### src/rtl/calc_pkg.sv
// Shared token codes, error codes, FSM states and operator encoding for the stack calculator.
package calc_pkg;

    localparam logic [3:0] TOK_ADD   = 4'hA;
    localparam logic [3:0] TOK_SUB   = 4'hB;
    localparam logic [3:0] TOK_MUL   = 4'hC;
    localparam logic [3:0] TOK_DIV   = 4'hD;
    localparam logic [3:0] TOK_ENTER = 4'hE;
    localparam logic [3:0] TOK_CLR   = 4'hF;

    localparam logic [1:0] ERR_NONE      = 2'b00;
    localparam logic [1:0] ERR_OVERFLOW  = 2'b01;
    localparam logic [1:0] ERR_UNDERFLOW = 2'b10;
    localparam logic [1:0] ERR_DIV_ZERO  = 2'b11;

    typedef enum logic [2:0] {
        ST_IDLE,
        ST_PUSH,
        ST_EXEC,
        ST_DIV_WAIT,
        ST_WRITE,
        ST_ERROR
    } state_e;

    typedef enum logic [1:0] {
        OP_ADD,
        OP_SUB,
        OP_MUL,
        OP_DIV
    } op_e;

    function automatic op_e tok_to_op(input logic [3:0] tok);
        case (tok)
            TOK_SUB: return OP_SUB;
            TOK_MUL: return OP_MUL;
            TOK_DIV: return OP_DIV;
            default: return OP_ADD;
        endcase
    endfunction

endpackage

### src/rtl/calc_divider.sv
// Radix-2 restoring unsigned divider; done pulses exactly WIDTH cycles after start.
module calc_divider #(
    parameter int unsigned WIDTH = 32
) (
    input  logic             clk,
    input  logic             reset,
    input  logic             start,
    input  logic [WIDTH-1:0] dividend,
    input  logic [WIDTH-1:0] divisor,
    output logic [WIDTH-1:0] quotient,
    output logic             done
);
    localparam int unsigned CW = $clog2(WIDTH + 1);

    logic [WIDTH-1:0] rem_q, rem_d, quo_q, quo_d, dvs_q, dvs_d;
    logic [CW-1:0]    cnt_q, cnt_d;
    logic             busy_q, busy_d, done_q, done_d;
    logic [WIDTH:0]   rem_t, rem_sub;
    logic             ge;

    always_comb begin
        rem_d   = rem_q;
        quo_d   = quo_q;
        dvs_d   = dvs_q;
        cnt_d   = cnt_q;
        busy_d  = busy_q;
        done_d  = 1'b0;
        rem_t   = {rem_q, quo_q[WIDTH-1]};
        rem_sub = rem_t - {1'b0, dvs_q};
        ge      = (rem_t >= {1'b0, dvs_q});
        if (start) begin
            rem_d  = '0;
            quo_d  = dividend;
            dvs_d  = divisor;
            cnt_d  = CW'(WIDTH);
            busy_d = 1'b1;
        end else if (busy_q) begin
            rem_d = ge ? rem_sub[WIDTH-1:0] : rem_t[WIDTH-1:0];
            quo_d = {quo_q[WIDTH-2:0], ge};
            cnt_d = cnt_q - CW'(1);
            if (cnt_q == CW'(1)) begin
                busy_d = 1'b0;
                done_d = 1'b1;
            end
        end
    end

    always_ff @(posedge clk) begin
        if (!reset) begin
            rem_q  <= '0;
            quo_q  <= '0;
            dvs_q  <= '0;
            cnt_q  <= '0;
            busy_q <= 1'b0;
            done_q <= 1'b0;
        end else begin
            rem_q  <= rem_d;
            quo_q  <= quo_d;
            dvs_q  <= dvs_d;
            cnt_q  <= cnt_d;
            busy_q <= busy_d;
            done_q <= done_d;
        end
    end

    assign quotient = quo_q;
    assign done     = done_q;

endmodule

### src/rtl/calc_sequencer.sv
// RPN calculator controller: token intake, operand accumulation, operand stack and op sequencing.
module calc_sequencer
    import calc_pkg::*;
#(
    parameter int unsigned WIDTH = 32,
    parameter int unsigned DEPTH = 8
) (
    input  logic                       clk,
    input  logic                       reset,
    input  logic                       tok_valid,
    input  logic [3:0]                 tok_data,
    output logic                       tok_ready,
    output logic [WIDTH-1:0]           result,
    output logic                       result_valid,
    output logic                       err,
    output logic [1:0]                 err_code,
    output logic [$clog2(DEPTH+1)-1:0] depth
);
    localparam int unsigned SPW = $clog2(DEPTH + 1);
    localparam int unsigned IW  = $clog2(DEPTH);

    state_e           state_q, state_d;
    op_e              op_q, op_d;
    logic [SPW-1:0]   sp_q, sp_d;
    logic [WIDTH-1:0] acc_q, acc_d, res_q, res_d, result_q, result_d;
    logic [WIDTH-1:0] stack_q [DEPTH];
    logic [WIDTH-1:0] stack_d [DEPTH];
    logic             pending_q, pending_d, result_valid_q, result_valid_d;
    logic             err_q, err_d, tok_ready_q, tok_ready_d;
    logic [1:0]       err_code_q, err_code_d;
    logic             accept, div_start, div_done;
    logic [WIDTH-1:0] a_val, b_val, div_quo;

    assign accept = tok_valid & tok_ready_q;
    assign a_val  = stack_q[IW'(sp_q - SPW'(2))];
    assign b_val  = stack_q[IW'(sp_q - SPW'(1))];

    calc_divider #(.WIDTH(WIDTH)) u_div (
        .clk      (clk),
        .reset    (reset),
        .start    (div_start),
        .dividend (a_val),
        .divisor  (b_val),
        .quotient (div_quo),
        .done     (div_done)
    );

    always_comb begin
        state_d        = state_q;
        op_d           = op_q;
        sp_d           = sp_q;
        acc_d          = acc_q;
        pending_d      = pending_q;
        res_d          = res_q;
        result_d       = result_q;
        result_valid_d = 1'b0;
        err_d          = err_q;
        err_code_d     = err_code_q;
        stack_d        = stack_q;
        div_start      = 1'b0;
        case (state_q)
            ST_IDLE: if (accept) begin
                if (tok_data <= 4'd9) begin
                    acc_d     = acc_q * WIDTH'(10) + WIDTH'(tok_data);
                    pending_d = 1'b1;
                    result_d  = acc_d;
                end else if (tok_data == TOK_CLR) begin
                    sp_d      = '0;
                    acc_d     = '0;
                    pending_d = 1'b0;
                    result_d  = '0;
                    err_d     = 1'b0;
                    err_code_d = ERR_NONE;
                end else if (tok_data == TOK_ENTER) begin
                    if (sp_q == SPW'(DEPTH)) begin
                        err_d      = 1'b1;
                        err_code_d = ERR_OVERFLOW;
                        state_d    = ST_ERROR;
                    end else begin
                        stack_d[IW'(sp_q)] = acc_q;
                        sp_d      = sp_q + SPW'(1);
                        result_d  = acc_q;
                        acc_d     = '0;
                        pending_d = 1'b0;
                    end
                end else begin
                    op_d    = tok_to_op(tok_data);
                    state_d = pending_q ? ST_PUSH : ST_EXEC;
                end
            end
            // Implicit enter of the operand typed before the operator
            ST_PUSH: begin
                if (sp_q == SPW'(DEPTH)) begin
                    err_d      = 1'b1;
                    err_code_d = ERR_OVERFLOW;
                    state_d    = ST_ERROR;
                end else begin
                    stack_d[IW'(sp_q)] = acc_q;
                    sp_d      = sp_q + SPW'(1);
                    result_d  = acc_q;
                    acc_d     = '0;
                    pending_d = 1'b0;
                    state_d   = ST_EXEC;
                end
            end
            ST_EXEC: begin
                if (sp_q < SPW'(2)) begin
                    err_d      = 1'b1;
                    err_code_d = ERR_UNDERFLOW;
                    state_d    = ST_ERROR;
                end else begin
                    case (op_q)
                        OP_ADD: begin res_d = a_val + b_val; state_d = ST_WRITE; end
                        OP_SUB: begin res_d = a_val - b_val; state_d = ST_WRITE; end
                        OP_MUL: begin res_d = WIDTH'(a_val * b_val); state_d = ST_WRITE; end
                        default: begin
                            if (b_val == '0) begin
                                err_d      = 1'b1;
                                err_code_d = ERR_DIV_ZERO;
                                state_d    = ST_ERROR;
                            end else begin
                                div_start = 1'b1;
                                state_d   = ST_DIV_WAIT;
                            end
                        end
                    endcase
                end
            end
            ST_DIV_WAIT: if (div_done) begin
                res_d   = div_quo;
                state_d = ST_WRITE;
            end
            ST_WRITE: begin
                stack_d[IW'(sp_q - SPW'(2))] = res_q;
                sp_d           = sp_q - SPW'(1);
                result_d       = res_q;
                result_valid_d = 1'b1;
                state_d        = ST_IDLE;
            end
            ST_ERROR: if (accept && tok_data == TOK_CLR) begin
                sp_d       = '0;
                acc_d      = '0;
                pending_d  = 1'b0;
                result_d   = '0;
                err_d      = 1'b0;
                err_code_d = ERR_NONE;
                state_d    = ST_IDLE;
            end
            default: state_d = ST_IDLE;
        endcase
        tok_ready_d = (state_d == ST_IDLE) || (state_d == ST_ERROR);
    end

    always_ff @(posedge clk) begin
        if (!reset) begin
            state_q        <= ST_IDLE;
            op_q           <= OP_ADD;
            sp_q           <= '0;
            acc_q          <= '0;
            pending_q      <= 1'b0;
            res_q          <= '0;
            result_q       <= '0;
            result_valid_q <= 1'b0;
            err_q          <= 1'b0;
            err_code_q     <= ERR_NONE;
            tok_ready_q    <= 1'b1;
        end else begin
            state_q        <= state_d;
            op_q           <= op_d;
            sp_q           <= sp_d;
            acc_q          <= acc_d;
            pending_q      <= pending_d;
            res_q          <= res_d;
            result_q       <= result_d;
            result_valid_q <= result_valid_d;
            err_q          <= err_d;
            err_code_q     <= err_code_d;
            tok_ready_q    <= tok_ready_d;
        end
    end

    // Stack contents need no reset; sp bounds every read that matters
    always_ff @(posedge clk) begin
        stack_q <= stack_d;
    end

    assign tok_ready    = tok_ready_q;
    assign result       = result_q;
    assign result_valid = result_valid_q;
    assign err          = err_q;
    assign err_code     = err_code_q;
    assign depth        = sp_q;

endmodule

### config.mk
export PLATFORM = sky130hd
export DESIGN_NAME = calc_sequencer
export DESIGN_NICKNAME = d
export VERILOG_FILES = /design/src/rtl/calc_pkg.sv /design/src/rtl/calc_divider.sv /design/src/rtl/calc_sequencer.sv
export SDC_FILE = /design/constraint.sdc
export NUM_CORES = 2
export LEC_CHECK = 0
export CELL_PAD_IN_SITES_DETAIL_PLACEMENT = 1
export CELL_PAD_IN_SITES_GLOBAL_PLACEMENT = 1
export CORE_AREA = 2 2 417 419
export DETAILED_ROUTE_END_ITERATION = 12
export DIE_AREA = 0 0 419 421
export PLACE_DENSITY = 0.5
export REMOVE_ABC_BUFFERS = 1
export SLEW_MARGIN = 25
export SYNTH_ARGS = -nofsm -noshare
export SYNTH_HDL_FRONTEND = slang
export SYNTH_SLANG_ARGS = --single-unit
### constraint.sdc
create_clock -name clk -period 13.8 [get_ports clk]
set_input_delay 3.45 -clock clk [delete_from_list [all_inputs] [get_ports clk]]
set_output_delay 3.45 -clock clk [all_outputs]
set_load 0.05 [all_outputs]
Word level (Yosys, flattened, before mapping) --
Cells that the tools add are included.
Word-level totals: register bits 471, input bits 7, output and inout bits 41, word-level logic and storage cells 200
Cells by class: $add $sub $neg 8, $mul 2, magnitude comparators 8, eq/ne operators 27, multiplexer cells 96, bitwise logic cells 9, reductions and logical operators 24
Operators with widths (number):
- $mux 256 | 5
- $pmux 256 s3 | 1
- $mux 32 | 22
- $bwmux 256 | 2
- $bmux 32 s3 | 2
- $demux 32 s3 | 2
- $pmux 32 s3 | 2
- $pmux 32 s4 | 1
- $pmux 32 s2 | 1
- $sub 32x32->32 | 2
- $ge 33x32->1 | 1
- $mux 3 | 11
- $add 32x32->32 | 1
- $add 32x4->32 | 1
- $logic_not 32->1 | 1
- $mul 32x3->31 const B | 1
- $mul 32x32->32 | 1
- $eq 4x4->1 const B | 6
- $mux 4 | 6
- $mux 1 | 23
- $mux 2 | 10
- $pmux 4 s4 | 1
- $pmux 3 s5 | 1
- $reduce_and 5->1 | 3
- other kinds (37) | 67

Logic depth before layout (Yosys ltp) --
depth in word-level cells 12, gate-level depth with buffers 41

Modules after synthesis --
From an unflattened synthesis, not the netlist that was laid out.
Second synthesis, totals: cells, all modules 4890, area, all modules 46958.8 um^2
Modules (own cells, without submodules):
- calc_sequencer | times used 1, cells each 4130, area an instance 40626.5 um^2
- calc_divider | times used 1, cells each 760, area an instance 6332.3 um^2

Least setup slack after synthesis --
Ideal clock, no wire load.
path type flip-flop to flip-flop, start register sp_q[1], in the netlist depth[1], end register res_q[31], data arrival time 10.212 ns, required time 13.723 ns, path slack 3.512 ns, cell stages (with the launch flop) 38, buffers on the path 9, path through dfxtp_1 > buf_2 > buf_2 > buf_1 > inv_1 > ha_1 > buf_6 > buf_6 > buf_6 > buf_2 > mux4_2 > mux2i_1 > buf_2 > buf_1 > nor2_1 > fa_1 > fa_1 > fa_1 > [2 not listed] > inv_1 > fa_1 > inv_1 > fa_1 > inv_1 > fa_1 > fa_1 > ha_1 > a2111oi_0 > nor2b_1 > a211oi_1 > a221o_1 > o31a_1 > a21o_1 > a21oi_1 > xnor2_1 > nand3_1 > a41oi_2
Between the ends: word-level cells in the longest chain between the ends 9, elaborated cells between the ends (all ways) 19, those cells by class add/sub (4); mul (1); order compare (1); eq/ne (1); mux (9); bitwise (2); reduce/logical (1)
RTL lines:
- from (decl) | line calc_sequencer.sv:24 | logic [SPW-1:0] sp_q, sp_d;
- from (signal assigned) | line calc_sequencer.sv:170 | sp_q <= sp_d;
- $sub 4x1->4 or $sub 3x2->3 (tied branches)
- $not 3->4, on equally long branches | line calc_sequencer.sv:36, calc_sequencer.sv:35
- $bmux 32 s3, on equally long branches | line calc_sequencer.sv:36, calc_sequencer.sv:35
- $mux 32, on equally long branches (2 in a row) | line calc_sequencer.sv:36, calc_sequencer.sv:35
- $mul 32x32->32 (tied with other cells) | line calc_sequencer.sv:115 | OP_MUL: begin res_d = WIDTH'(a_val * b_val); state_d = ST_WRITE; end
- $pmux 32 s3 | line calc_sequencer.sv:112 | case (op_q)
- $mux 32 | line calc_sequencer.sv:107 | if (sp_q < SPW'(2)) begin
- $pmux 32 s2 | line calc_sequencer.sv:61 | case (state_q)
- to (signal assigned) | line calc_sequencer.sv:173 | res_q <= res_d;
- to (decl) | line calc_sequencer.sv:25 | logic [WIDTH-1:0] acc_q, acc_d, res_q, res_d, result_q, result_d;
Parallel ways exist; a longest one is shown, timed or not. The select of a mux whose other input is x is not followed. A chain may end at the register's enable or synchronous reset.

Worst setup path after layout --
start register sp_q[0], in the netlist depth[0], end register res_q[31]
The elaborated chain is that of the path after synthesis.

==> results.json <==
{
  "finalCritPeriodShare_pct": 78.77,
  "whs_ps": 462.4,
  "slew_headroom_pct": 26.19,
  "grt_usage_pct": 21.25,
  "hold_viol": 0,
  "pre_cts_slack_ps": 2968,
  "placed_area_mm2": 0.04931,
  "ys_seq_elements": 471,
  "clk-insertion-delay-late_ps": 730,
  "hpwl_um": 133800,
  "regArea_mm2": 0.01200,
  "vias": 36760,
  "clk_pin_slew_ps": 60,
  "setup_slack_ps": 2930,
  "yosysTopAreaCell": "fa_1",
  "port_buffers": 47,
  "fp-row-count": 153,
  "ys.flop_type": "edfxtp_1",
  "cp_data_arrival_time_ps": 11430,
  "grt_max_degree": 94,
  "synthTopCellsByArea": "fa_1 (18%), edfxtp_1 (17%), dfxtp_1 (9.3%), ha_1 (7.0%), mux4_2 (6.2%)",
  "status": "completed",
  "vias_per_cell": 5.245,
  "pin_count": 48,
  "grt_pass1_wl_um": 276800,
  "maxSlewViolCount": 0,
  "drv_cap": 0,
  "critPathMaxStageDelay_ps": 940,
  "yosysSeqAreaShare_pct": 26.03,
  "fill_cells": 19610,
  "tightest_slew_ps": 1084,
  "antenna_found_initial": 10,
  "grt_overflow": 0,
  "cts-resized-gates": 0,
  "setup_viol": 0,
  "drc": 0,
  "yosysTopAreaCellShare_pct": 17.90,
  "worstSetupStartpointType": "flop",
  "multi_input_area_mm2": 0.03118,
  "initial_core_util_pct": 26.71,
  "finClkSkew_ps": 96.27,
  "cts_buffers": 59,
  "firstDrtPassIters": 6,
  "die_y_um": 421,
  "finalNetCount": 5305,
  "hp-class": "reg2reg",
  "die_area_mm2": 0.1764,
  "layout-drive-gt1-share_pct": 11.71,
  "antenna_left": 0,
  "critPathSlowestCell": "ha_4",
  "drt_wl_total_um": 189800,
  "holdBufCountCts": 0,
  "cts_sinks": 471,
  "syn-mean-instance-area_um2": 9.687,
  "core_area_mm2": 0.1725,
  "rsz0062_at_grt": "no",
  "clockBufferDepth": 3,
  "endpoint_kind": "flop",
  "syn_area_mm2": 0.04607,
  "place.gp.congestion": 0.8549,
  "critPathRequiredTime_ps": 14360,
  "ys_async_sr_fraction_pct": 0,
  "cts_setup_buffers": 0,
  "synth_commonest_cells": "nor2_1 (630), inv_1 (465), fa_1 (412)",
  "grt_pass1_vias": 38780,
  "die_w_um": 419,
  "drt_iter0_drc": 2659,
  "cp_common_cell": "fa_1",
  "ys_warn_count": 0,
  "post-route-min-period_ps": 10870,
  "final_cell_area_mm2": 0.05141,
  "cp_max_fo": 49,
  "synth_enable_flop_cells": 256,
  "fin_util_pct": 29.81,
  "path_class": "reg2reg",
  "cts-root-buf": "clkbuf_16",
  "syn2layout_area_growth_pct": 11.60,
  "fmax_mhz": 92.00,
  "synth.most_common_cell": "nor2_1",
  "syn_inst": 4756,
  "synth_cell_types": 93,
  "routedWlPerCell_um": 27.09,
  "cts_tree": "yes",
  "h-tree-depth": 2
}
-- per-stage QoR --
stage                     instances  setup TNS, ps
after detailed placement       6892              0
after CTS                      7003              0
after global placement         6891              0
final                          7007              0
after global routing           7004              0
after floorplan                4397         -30860
-- flip-flops by register name, indices dropped and copies added (netlist names), 6 cells and up --
name / count
stack_q: 256
acc_q: 32
res_q: 32
result: 32
u_div.dvs_q: 32
u_div.quotient: 32
u_div.rem_q: 32
u_div.cnt_q: 6
-- final timing paths --
path,startpoint,to,slack (ps),cells after the start
max,depth[0],res_q[31],2930,32
min,res_q[14],res_q[14],460,2
max reg2reg,depth[0],res_q[31],2930,32
min reg2reg,res_q[14],res_q[14],460,2
-- final cells by class --
cell class / instances / area share, %
multi-input cells: 3452 / 60.65
diodes: 4 / 0.01947
clock buffers: 74 / 3.159
inverters: 474 / 3.470
repair buffers: 170 / 2.789
well taps: 2325 / 5.658
clock inverters: 37 / 0.9102
flip-flops and latches: 471 / 23.35
-- cell families after synthesis --
family	after synthesis	synth area share, %
simple gates	1344	13.14
buf+inv	833	7.237
flops	471	26.03
fa+ha+maj	670	24.91
mux	260	9.443
compound gates	956	14.97
xor+xnor	222	4.266
-- routing by layer --
layer	global-route usage [%]	wire, µm
met4	6.366	5912
met5	0	0
met1	28.68	84300
met2	35.92	91250
met3	1.910	8353
-- critical path: cells and delay by family, from the launching register on --
family | cells | cell delay [ps]
XOR/XNOR | 1 | 150
AND/OR/NAND/NOR | 3 | 450
buffers and inverters | 9 | 1320
multiplexers | 2 | 1080
AO/OA/AOI/OAI | 7 | 1950
adder cells (fa/ha/maj) | 10 | 4820
flip-flops | 1 | 910
-- layout by cell type, fill, tap and decap left out, drive strengths merged, types with 9 or more instances in the layout --
master / count
nor2: 631
inv: 476
fa: 412
nand2: 317
ha: 258
a22o: 257
edfxtp: 256
dfxtp: 215
a21oi: 209
xnor2: 128
mux4: 128
buf: 124
mux2i: 120
o21ai: 116
a211oi: 103
xor2: 93
clkbuf: 74
or2: 68
and3: 57
nor3: 57
a21o: 49
clkdlybuf4s50: 46
o211ai: 43
nand3: 38
o21a: 33
and2: 32
nor2b: 31
nand2b: 29
nor4: 24
clkinv: 22
a22oi: 21
a31oi: 21
or3: 20
a2111oi: 16
nand4: 14
mux2: 12
a311oi: 9
o311ai: 9
Power is not shown: default switching activity piles up to over one toggle a cycle in this logic, so the estimate is an artifact.
